===== src/rtl/udpoti_pkg.sv =====
// Shared types and helpers for the up/down pot setpoint conditioner.
package udpoti_pkg;

  localparam int W = 32;

  typedef enum logic [1:0] {
    IDLE  = 2'd0,
    TRACK = 2'd1,
    FAULT = 2'd2
  } state_e;

  typedef struct packed {
    logic [W-1:0] target;
    logic         clamped;
  } clamp_t;

  // Clamp a signed host setpoint into 0..hi. hi is a non-negative bound, so once
  // sp is known to be non-negative an unsigned compare is exact.
  function automatic clamp_t clamp_sp(input logic signed [W-1:0] sp,
                                      input logic [W-1:0] hi);
    clamp_t r;
    if (sp < 0) begin
      r.target  = '0;
      r.clamped = 1'b1;
    end else if (W'(sp) > hi) begin
      r.target  = hi;
      r.clamped = 1'b1;
    end else begin
      r.target  = W'(sp);
      r.clamped = 1'b0;
    end
    return r;
  endfunction

endpackage


===== src/rtl/udpoti_tick_div.sv =====
// Reloadable down-counter emitting a one-cycle tick every DIV clk cycles.
module udpoti_tick_div
  import udpoti_pkg::*;
#(
  parameter int unsigned DIV = 4
) (
  input  logic clk,
  input  logic rst_n,
  output logic tick_o
);

  localparam logic [W-1:0] RELOAD = W'(DIV - 1);

  logic [W-1:0] cnt_q, cnt_d;

  assign tick_o = (cnt_q == '0);

  // Count down each cycle; wrap to the reload value on the tick cycle.
  always_comb begin
    cnt_d = cnt_q - 1'b1;
    if (tick_o) cnt_d = RELOAD;
  end

  // Counter register with synchronous reset to the reload value.
  always_ff @(posedge clk) begin
    if (!rst_n) cnt_q <= RELOAD;
    else        cnt_q <= cnt_d;
  end

endmodule


===== src/rtl/udpoti_setpoint.sv =====
// Setpoint conditioner: latch+clamp host setpoint, slew output one step per
// tick toward the effective target, optional host-update watchdog.
// Optional feature macro: UDPOTI_SETPOINT_WATCHDOG_EN (watchdog / FAULT state).
module udpoti_setpoint
  import udpoti_pkg::*;
#(
  parameter int unsigned RESOLUTION = 100,
  parameter int unsigned SLEW_DIV   = 200000,
  parameter int unsigned TIMEOUT    = 50000000
) (
  input  logic         clk,
  input  logic         rst_n,
  input  logic [31:0]  setpoint,
  input  logic         setpoint_valid,
  input  logic         enable,
  output logic [31:0]  value,
  output logic         clamped,
  output logic         settled,
  output logic         fault
);

  localparam logic [W-1:0] RES       = W'(RESOLUTION);
  localparam logic [W-1:0] WD_RELOAD = W'(TIMEOUT - 1);

  state_e       state_q, state_d;
  logic [W-1:0] target_q, target_d;
  logic [W-1:0] value_q, value_d;
  logic         clamped_q, clamped_d;
  logic         settled_q, settled_d;
  logic         fault_q, fault_d;
  logic [W-1:0] eff_q, eff_d;
  logic         tick;
  clamp_t       clamp_res;

  udpoti_tick_div #(.DIV(SLEW_DIV)) u_slew_div (
    .clk    (clk),
    .rst_n  (rst_n),
    .tick_o (tick)
  );

  assign clamp_res = clamp_sp(setpoint, RES);

`ifdef UDPOTI_SETPOINT_WATCHDOG_EN
  logic [W-1:0] wd_q, wd_d;
  logic         wd_expired;
  // A strobe in the expiring cycle reloads instead of faulting.
  assign wd_expired = (wd_q == '0) && !setpoint_valid;
`else
  logic wd_expired;
  logic unused_timeout;
  assign wd_expired     = 1'b0;
  assign unused_timeout = ^WD_RELOAD;
`endif

  // Next-state: latch/clamp, mode FSM, slew step, settled and fault flags.
  always_comb begin
    state_d   = state_q;
    target_d  = target_q;
    clamped_d = clamped_q;
    value_d   = value_q;

    if (setpoint_valid) begin
      target_d  = clamp_res.target;
      clamped_d = clamp_res.clamped;
    end

    unique case (state_q)
      IDLE:    if (enable && !fault_q) state_d = TRACK;
      TRACK:   if (!enable)            state_d = IDLE;
               else if (wd_expired)    state_d = FAULT;
      FAULT:   if (!enable)            state_d = IDLE;
      default:                         state_d = IDLE;
    endcase

    eff_q = (state_q == TRACK) ? target_q : '0;
    if (tick) begin
      if (value_q < eff_q)      value_d = value_q + 1'b1;
      else if (value_q > eff_q) value_d = value_q - 1'b1;
    end

    eff_d     = (state_d == TRACK) ? target_d : '0;
    settled_d = (value_d == eff_d);
    fault_d   = (state_d == FAULT);
  end

  // Main state registers.
  always_ff @(posedge clk) begin
    if (!rst_n) begin
      state_q   <= IDLE;
      target_q  <= '0;
      value_q   <= '0;
      clamped_q <= 1'b0;
      settled_q <= 1'b1;
      fault_q   <= 1'b0;
    end else begin
      state_q   <= state_d;
      target_q  <= target_d;
      value_q   <= value_d;
      clamped_q <= clamped_d;
      settled_q <= settled_d;
      fault_q   <= fault_d;
    end
  end

`ifdef UDPOTI_SETPOINT_WATCHDOG_EN
  // Watchdog next value: reload on strobe or TRACK entry, else count down in TRACK.
  always_comb begin
    wd_d = wd_q;
    if (setpoint_valid || (state_q != TRACK && state_d == TRACK))
      wd_d = WD_RELOAD;
    else if (state_q == TRACK && wd_q != '0)
      wd_d = wd_q - 1'b1;
  end

  // Watchdog counter register.
  always_ff @(posedge clk) begin
    if (!rst_n) wd_q <= WD_RELOAD;
    else        wd_q <= wd_d;
  end
`endif

  assign value   = value_q;
  assign clamped = clamped_q;
  assign settled = settled_q;
  assign fault   = fault_q;

endmodule


===== config.mk =====
export PLATFORM = sky130hd
export DESIGN_NAME = udpoti_setpoint
export DESIGN_NICKNAME = d
export VERILOG_FILES = /design/src/rtl/udpoti_pkg.sv /design/src/rtl/udpoti_tick_div.sv /design/src/rtl/udpoti_setpoint.sv
export SDC_FILE = /design/constraint.sdc
export NUM_CORES = 1
export LEC_CHECK = 0
export ABC_AREA = 1
export CAP_MARGIN = 10
export CORE_ASPECT_RATIO = 0.8
export CORE_MARGIN = 2
export CORE_UTILIZATION = 53
export DETAILED_ROUTE_END_ITERATION = 8
export PLACE_DENSITY_LB_ADDON = 0.25
export SLEW_MARGIN = 20
export SYNTH_ARGS = -nofsm -noshare
export SYNTH_HDL_FRONTEND = slang
export SYNTH_HIERARCHICAL = 1
export SYNTH_SLANG_ARGS = --single-unit

===== constraint.sdc =====
create_clock -name clk -period 2.9 [get_ports clk]
set_clock_uncertainty 0.15 [all_clocks]
set_input_delay 0.58 -clock clk [delete_from_list [all_inputs] [get_ports clk]]
set_output_delay 0.58 -clock clk [all_outputs]
set_load 0.01 [all_outputs]

* Word level (Yosys, flattened, before mapping)
Index checks and enable logic that the tools add are counted.
** Storage, ports and cells
- Bits in registers :: 101
- Input port bits :: 36
- Word-level logic and storage cells :: 37
** Operators by class
- Add/subtract/negate cells :: 3
- Order comparisons :: 4
- Equality and inequality tests :: 5
- Mux-type cells :: 11
- Bitwise logic cells :: 1
- Reduce and logical (&&, ||, !) cells :: 6
** Operators with widths (number)
- $mux W32 :: 6
- $mux W33 :: 2
- $sub A32 B1 Y32 const B :: 2
- $add A32 B1 Y32 const B :: 1
- $eq A32 B32 Y1 :: 1
- $gt A32 B32 Y1 :: 1
- $gt A32 B7 Y1 const B :: 1
- $logic_not A32 Y1 :: 1
- $lt A32 B1 Y1 const B :: 1
- $lt A32 B32 Y1 :: 1
- $eq A2 B1 Y1 const B :: 2
- $eq A2 B2 Y1 const B :: 2
- $mux W2 :: 2
- $pmux W2 S2 :: 1
- $reduce_or A2 Y1 :: 2
- $logic_not A2 Y1 :: 1
- $logic_and A1 B1 Y1 :: 1
- $logic_not A1 Y1 :: 1
- $not A1 Y1 :: 1

* Depth between registers and ports, before layout
Gate-level depths: netlist (run 1).
- Depth in word-level cells :: 7
- Gate-level depth with buffers :: 30

* Hierarchy
Netlist (run 1), hierarchy kept.
** Modules (own cells, without submodules)
- udpoti_setpoint :: instances 1, cells an instance 976, area an instance 5920.7 µm², sequential area each 1381.3 µm²
- udpoti_tick_div :: instances 1, cells an instance 292, area an instance 1818.0 µm², sequential area each 640.6 µm²

* Worst setup path before layout (run 1)
Ideal clock, no wire load.
- Path type :: register to register
- Start point :: register state_q[1]
- End point :: register settled_q, in the netlist settled
- Setup time :: 0.058 ns
- Arrival :: 2.702 ns
- Setup slack :: -0.010 ns
- Stages on the path, launching flop included :: 23
- Path buffers :: 2
- Path through :: dfxtp_1 inv_1 ha_1 clkbuf_1 nand2_1 ha_1 a21oi_1 o21a_1 nand2_1 a21oi_4 buf_2 nand3b_1 nand2_1 nand2_1 nand2_1 nand3_1 nand2_1 nand2_1 nor2_1 nand2_1 nor2_1 nand2_1 nand2_1
** Between the ends
- Longest elaborated chain between the ends :: 7
- Elaborated cells on any way between the ends :: 16
- Those cells by class :: order compare (2); eq/ne (4); mux (8); reduce/logical (2)
** RTL lines
- from (decl) :: line udpoti_setpoint.sv:25 : state_e state_q, state_d;
- from (signal assigned) :: line udpoti_setpoint.sv:96 : state_q <= state_d;
- $eq A2 B1 Y1 :: line udpoti_setpoint.sv:67, udpoti_setpoint.sv:75
- $mux W32 :: line udpoti_setpoint.sv:75 : eff_q = (state_q == TRACK) ? target_q : '0;
- $gt A32 B32 Y1 :: line udpoti_setpoint.sv:78 : else if (value_q > eff_q) value_d = value_q - 1'b1;
- $mux W32 :: line udpoti_setpoint.sv:78
- $mux W32 :: line udpoti_setpoint.sv:77 : if (value_q < eff_q) value_d = value_q + 1'b1;
- $mux W32 :: line udpoti_setpoint.sv:76 : if (tick) begin
- $eq A32 B32 Y1 (*) :: line udpoti_setpoint.sv:82 : settled_d = (value_d == eff_d);
- to (signal assigned) :: line udpoti_setpoint.sv:100 : settled_q <= settled_d;
- to (decl) :: line udpoti_setpoint.sv:29 : logic settled_q, settled_d;
Every way passes the cells marked *; elsewhere a longest branch is shown, timed or not.
A chain may end at the register's enable or synchronous reset.

* Worst setup path after layout (run 1)
Ends and elaborated chain as after synthesis.

==> results of run 1 <==
==> cells in the mapped netlist, drive strengths merged <==
| library cell | number |
|---|---|
| a221oi | 1 |
| a21o | 1 |
| buf | 23 |
| clkbuf | 13 |
| o211ai | 1 |
| and3 | 1 |
| ha | 38 |
| nor4 | 3 |
| or2 | 5 |
| xor2 | 14 |
| o21bai | 3 |
| o21a | 2 |
| clkinv | 2 |
| xor3 | 3 |
| dfxtp | 101 |
| nand3b | 12 |
| xnor3 | 4 |
| nor2 | 211 |
| o21ai | 14 |
| nor3 | 53 |
| xnor2 | 2 |
| nor3b | 1 |
| a21oi | 37 |
| nand3 | 123 |
| inv | 153 |
| nand2 | 411 |
| nand4 | 36 |
==> where the power goes <==
| group | internal (uW) | switching [uW] |
|---|---|---|
| Combinational | 210 | 269 |
| Clock | 684 | 599 |
| Sequential | 1400 | 7.80 |
| Total | 2290 | 876 |
==> through the flow <==
| stage | worst slack (ns) | total power, uW | hold WS, ns | utilization |
|---|---|---|---|---|
| finish | -0.434 | 3170 | 0.246 | 0.757 |
| global route | -0.635 | 3260 | 0.273 | 0.757 |
| CTS | -0.336 | 3100 | 0.248 | 0.697 |
| detailed placement | -0.553 | 1800 | 0.230 | 0.659 |
| global placement | -0.522 | 1800 | 0.224 | 0.659 |
| floorplan | 0.00132 | 1640 | 0.215 | - |
==> state kept, by name (all words and copies together) (netlist names) <==
| name | flops |
|---|---|
| clamped | 1 |
| value | 32 |
| u_slew_div/cnt_q | 32 |
| settled | 1 |
| fault | 1 |
| target_q | 32 |
| state_q | 2 |
==> path summary, 6_finish.rpt <==
path                                        from                        endpoint  slack [ns]  depth (start not counted)
hold / removal    u_slew_div/cnt_q[0]$_SDFF_PP1_  u_slew_div/cnt_q[0]$_SDFF_PP1_        0.25                          1
setup reg to reg           state_q[1]$_SDFF_PN0_              settled$_SDFF_PN1_       -0.43                         27
hold reg to reg   u_slew_div/cnt_q[0]$_SDFF_PP1_  u_slew_div/cnt_q[0]$_SDFF_PP1_        0.25                          1
setup / recovery           state_q[1]$_SDFF_PN0_              settled$_SDFF_PN1_       -0.43                         27
==> what timing repair did <==
action	in CTS	in global routing
setup buffers	5	8
pin swaps	15	93
cloned	1	2
setup endpoints to repair	21	33
gates resized for setup	38	178
==> per-layer routing <==
metal  share of wire  track usage  wire [um]  vias up
met3           0.089       0.0482       2240       76
li1                -            -          -     4379
met1            0.43        0.415      10800     4083
met4           0.028       0.0862        711        0
met5               0            0          0        -
met2            0.45        0.480      11400      442
==> final cells by class <==
cell class	instances	area share
clock inverters	7	0.00740
multi-input cells	976	0.532
flip-flops and latches	101	0.187
well taps	184	0.0213
inverters	155	0.0538
repair buffers	202	0.177
clock buffers	9	0.0208
==> kinds of logic after synthesis <==
logic type / count (synthesis) / share of synthesized area
simple gates: 856 / 0.492
buf+inv: 191 / 0.101
flops: 101 / 0.261
compound gates: 59 / 0.0461
fa+ha+maj: 38 / 0.0614
xor+xnor: 23 / 0.0390
==> results.py, run 1 <==
metrics = {
    "status": {
        "status": "finished with violations",
        "violations": "setup timing",
    },
    "worst_setup_path": {
        "worst-path-buf-inv": 5,
        "critical_path_required_ns": 3.06,
        "cp_common_cell": "nand2_2",
        "cp_slowest_cell": "dfxtp_2",
        "cp_max_fo": 7,
        "worstSetupPathType": "flop to flop",
        "slowest_delay_ns": 0.33,
        "critPathTopFamily": "simple AND/OR/NAND/NOR gates",
        "start_kind": "flop",
        "crit_arrival_ns": 3.49,
        "crit_path_end_kind": "flop",
    },
    "timing": {
        "setup_tns_ns": -0.936,
        "setup_viol": 9,
        "rsz0062_at_grt": "yes",
        "timing.final.crit_share": 1.15,
        "fmax_mhz": 300,
        "min_period_ns": 3.33,
        "slew-limit-headroom": 0.619,
        "tightestPinTransition_ns": 0.566,
        "setup_slack_ns": -0.434,
        "hold_violations": 0,
        "slew_violations": 0,
    },
    "detailed_routing": {
        "vias_per_cell": 5.50,
        "dr.pass1.iters": 8,
        "drt_iter0_drc": 891,
        "wire_per_inst_um": 15.4,
        "routed_wl_um": 25200,
        "num_vias": 8980,
        "antenna_left": 0,
        "drc": 0,
    },
    "global_route": {
        "grt_pass1_wl_um": 38300,
        "grt_max_degree": 68,
        "grt_use_total": 0.298,
        "overflow": 0,
        "grt_pass1_vias": 8083,
        "antenna_found_initial": 0,
    },
    "synth": {
        "synth_area_leaders": "dfxtp_1 (26%), nand2_1 (19%), nor2_1 (9.0%)",
        "syn_area_per_cell_sq_um": 6.10,
        "ys_types": 44,
        "yosys.area.top_type": "dfxtp_1",
        "synth_top_area_share": 0.261,
        "synthCells": 1268,
        "synth_fp_nets": 1342,
        "ys_seq_elements": 101,
        "ys_seq_area_frac": 0.261,
        "yosys_warnings": 6,
        "synth_area_sq_mm": 0.00774,
    },
    "finish": {
        "nFillCells": 1074,
        "fin_cells": 1634,
        "syn_to_final_growth_pct": 39.8,
        "regArea_sq_mm": 0.00202,
        "n_antenna_cell": 0,
        "fin_area_sq_mm": 0.0108,
        "fin_nets": 1519,
        "final_common_cell": "nand2_1",
        "multi_input_area_sq_mm": 0.00576,
        "final_cell_mix": "nand2_1 (323), nor2_1 (165), inv_1 (143), buf_4 (102), dfxtp_1 (99)",
        "layout-drive-gt1-share": 0.258,
    },
    "clocking": {
        "cts_tree": "built",
        "ctsLongestPathBuffers": 2,
        "root_buffer": "clkbuf_16",
        "cts_buffers": 9,
        "clk_pin_slew_worst_paths_ns": 0.08,
        "cts_hold_buffers": 0,
        "cts.sinks": 101,
        "htree_levels": 3,
        "insertion_delay_ns": 0.36,
    },
    "die": {
        "core.rowCount": 39,
        "initial_core_util": 0.541,
        "die_w_um": 139,
        "coreArea_sq_mm": 0.0143,
        "die_h_um": 112,
        "ios": 71,
        "die-area_sq_mm": 0.0156,
    },
    "placement": {
        "dp.cells": 1606,
        "portBuffers": 70,
        "placed_cell_area_sq_mm": 0.00943,
        "finalWeightedCongestion": 0.954,
        "dp_hpwl_um": 17300,
    },
    "pwr": {
        "leakage_uw": 0.00487,
        "peakVddDrop_mv": 0.506,
        "p_per_area_mw_per_mm2": 293,
    },
    "run": {
        "cap_viol_max_count": 0,
    },
    "worst_hold_path": {
        "min_path_type": "flop to flop",
    },
}
No activity file was read; power rests on OpenSTA's default activity.
==> run 2: changes to the inputs <==
- SLEW_MARGIN: 20 -> default
==> results of run 2 <==
No change in the layout: final DEF, timing and power equal those of run 1.
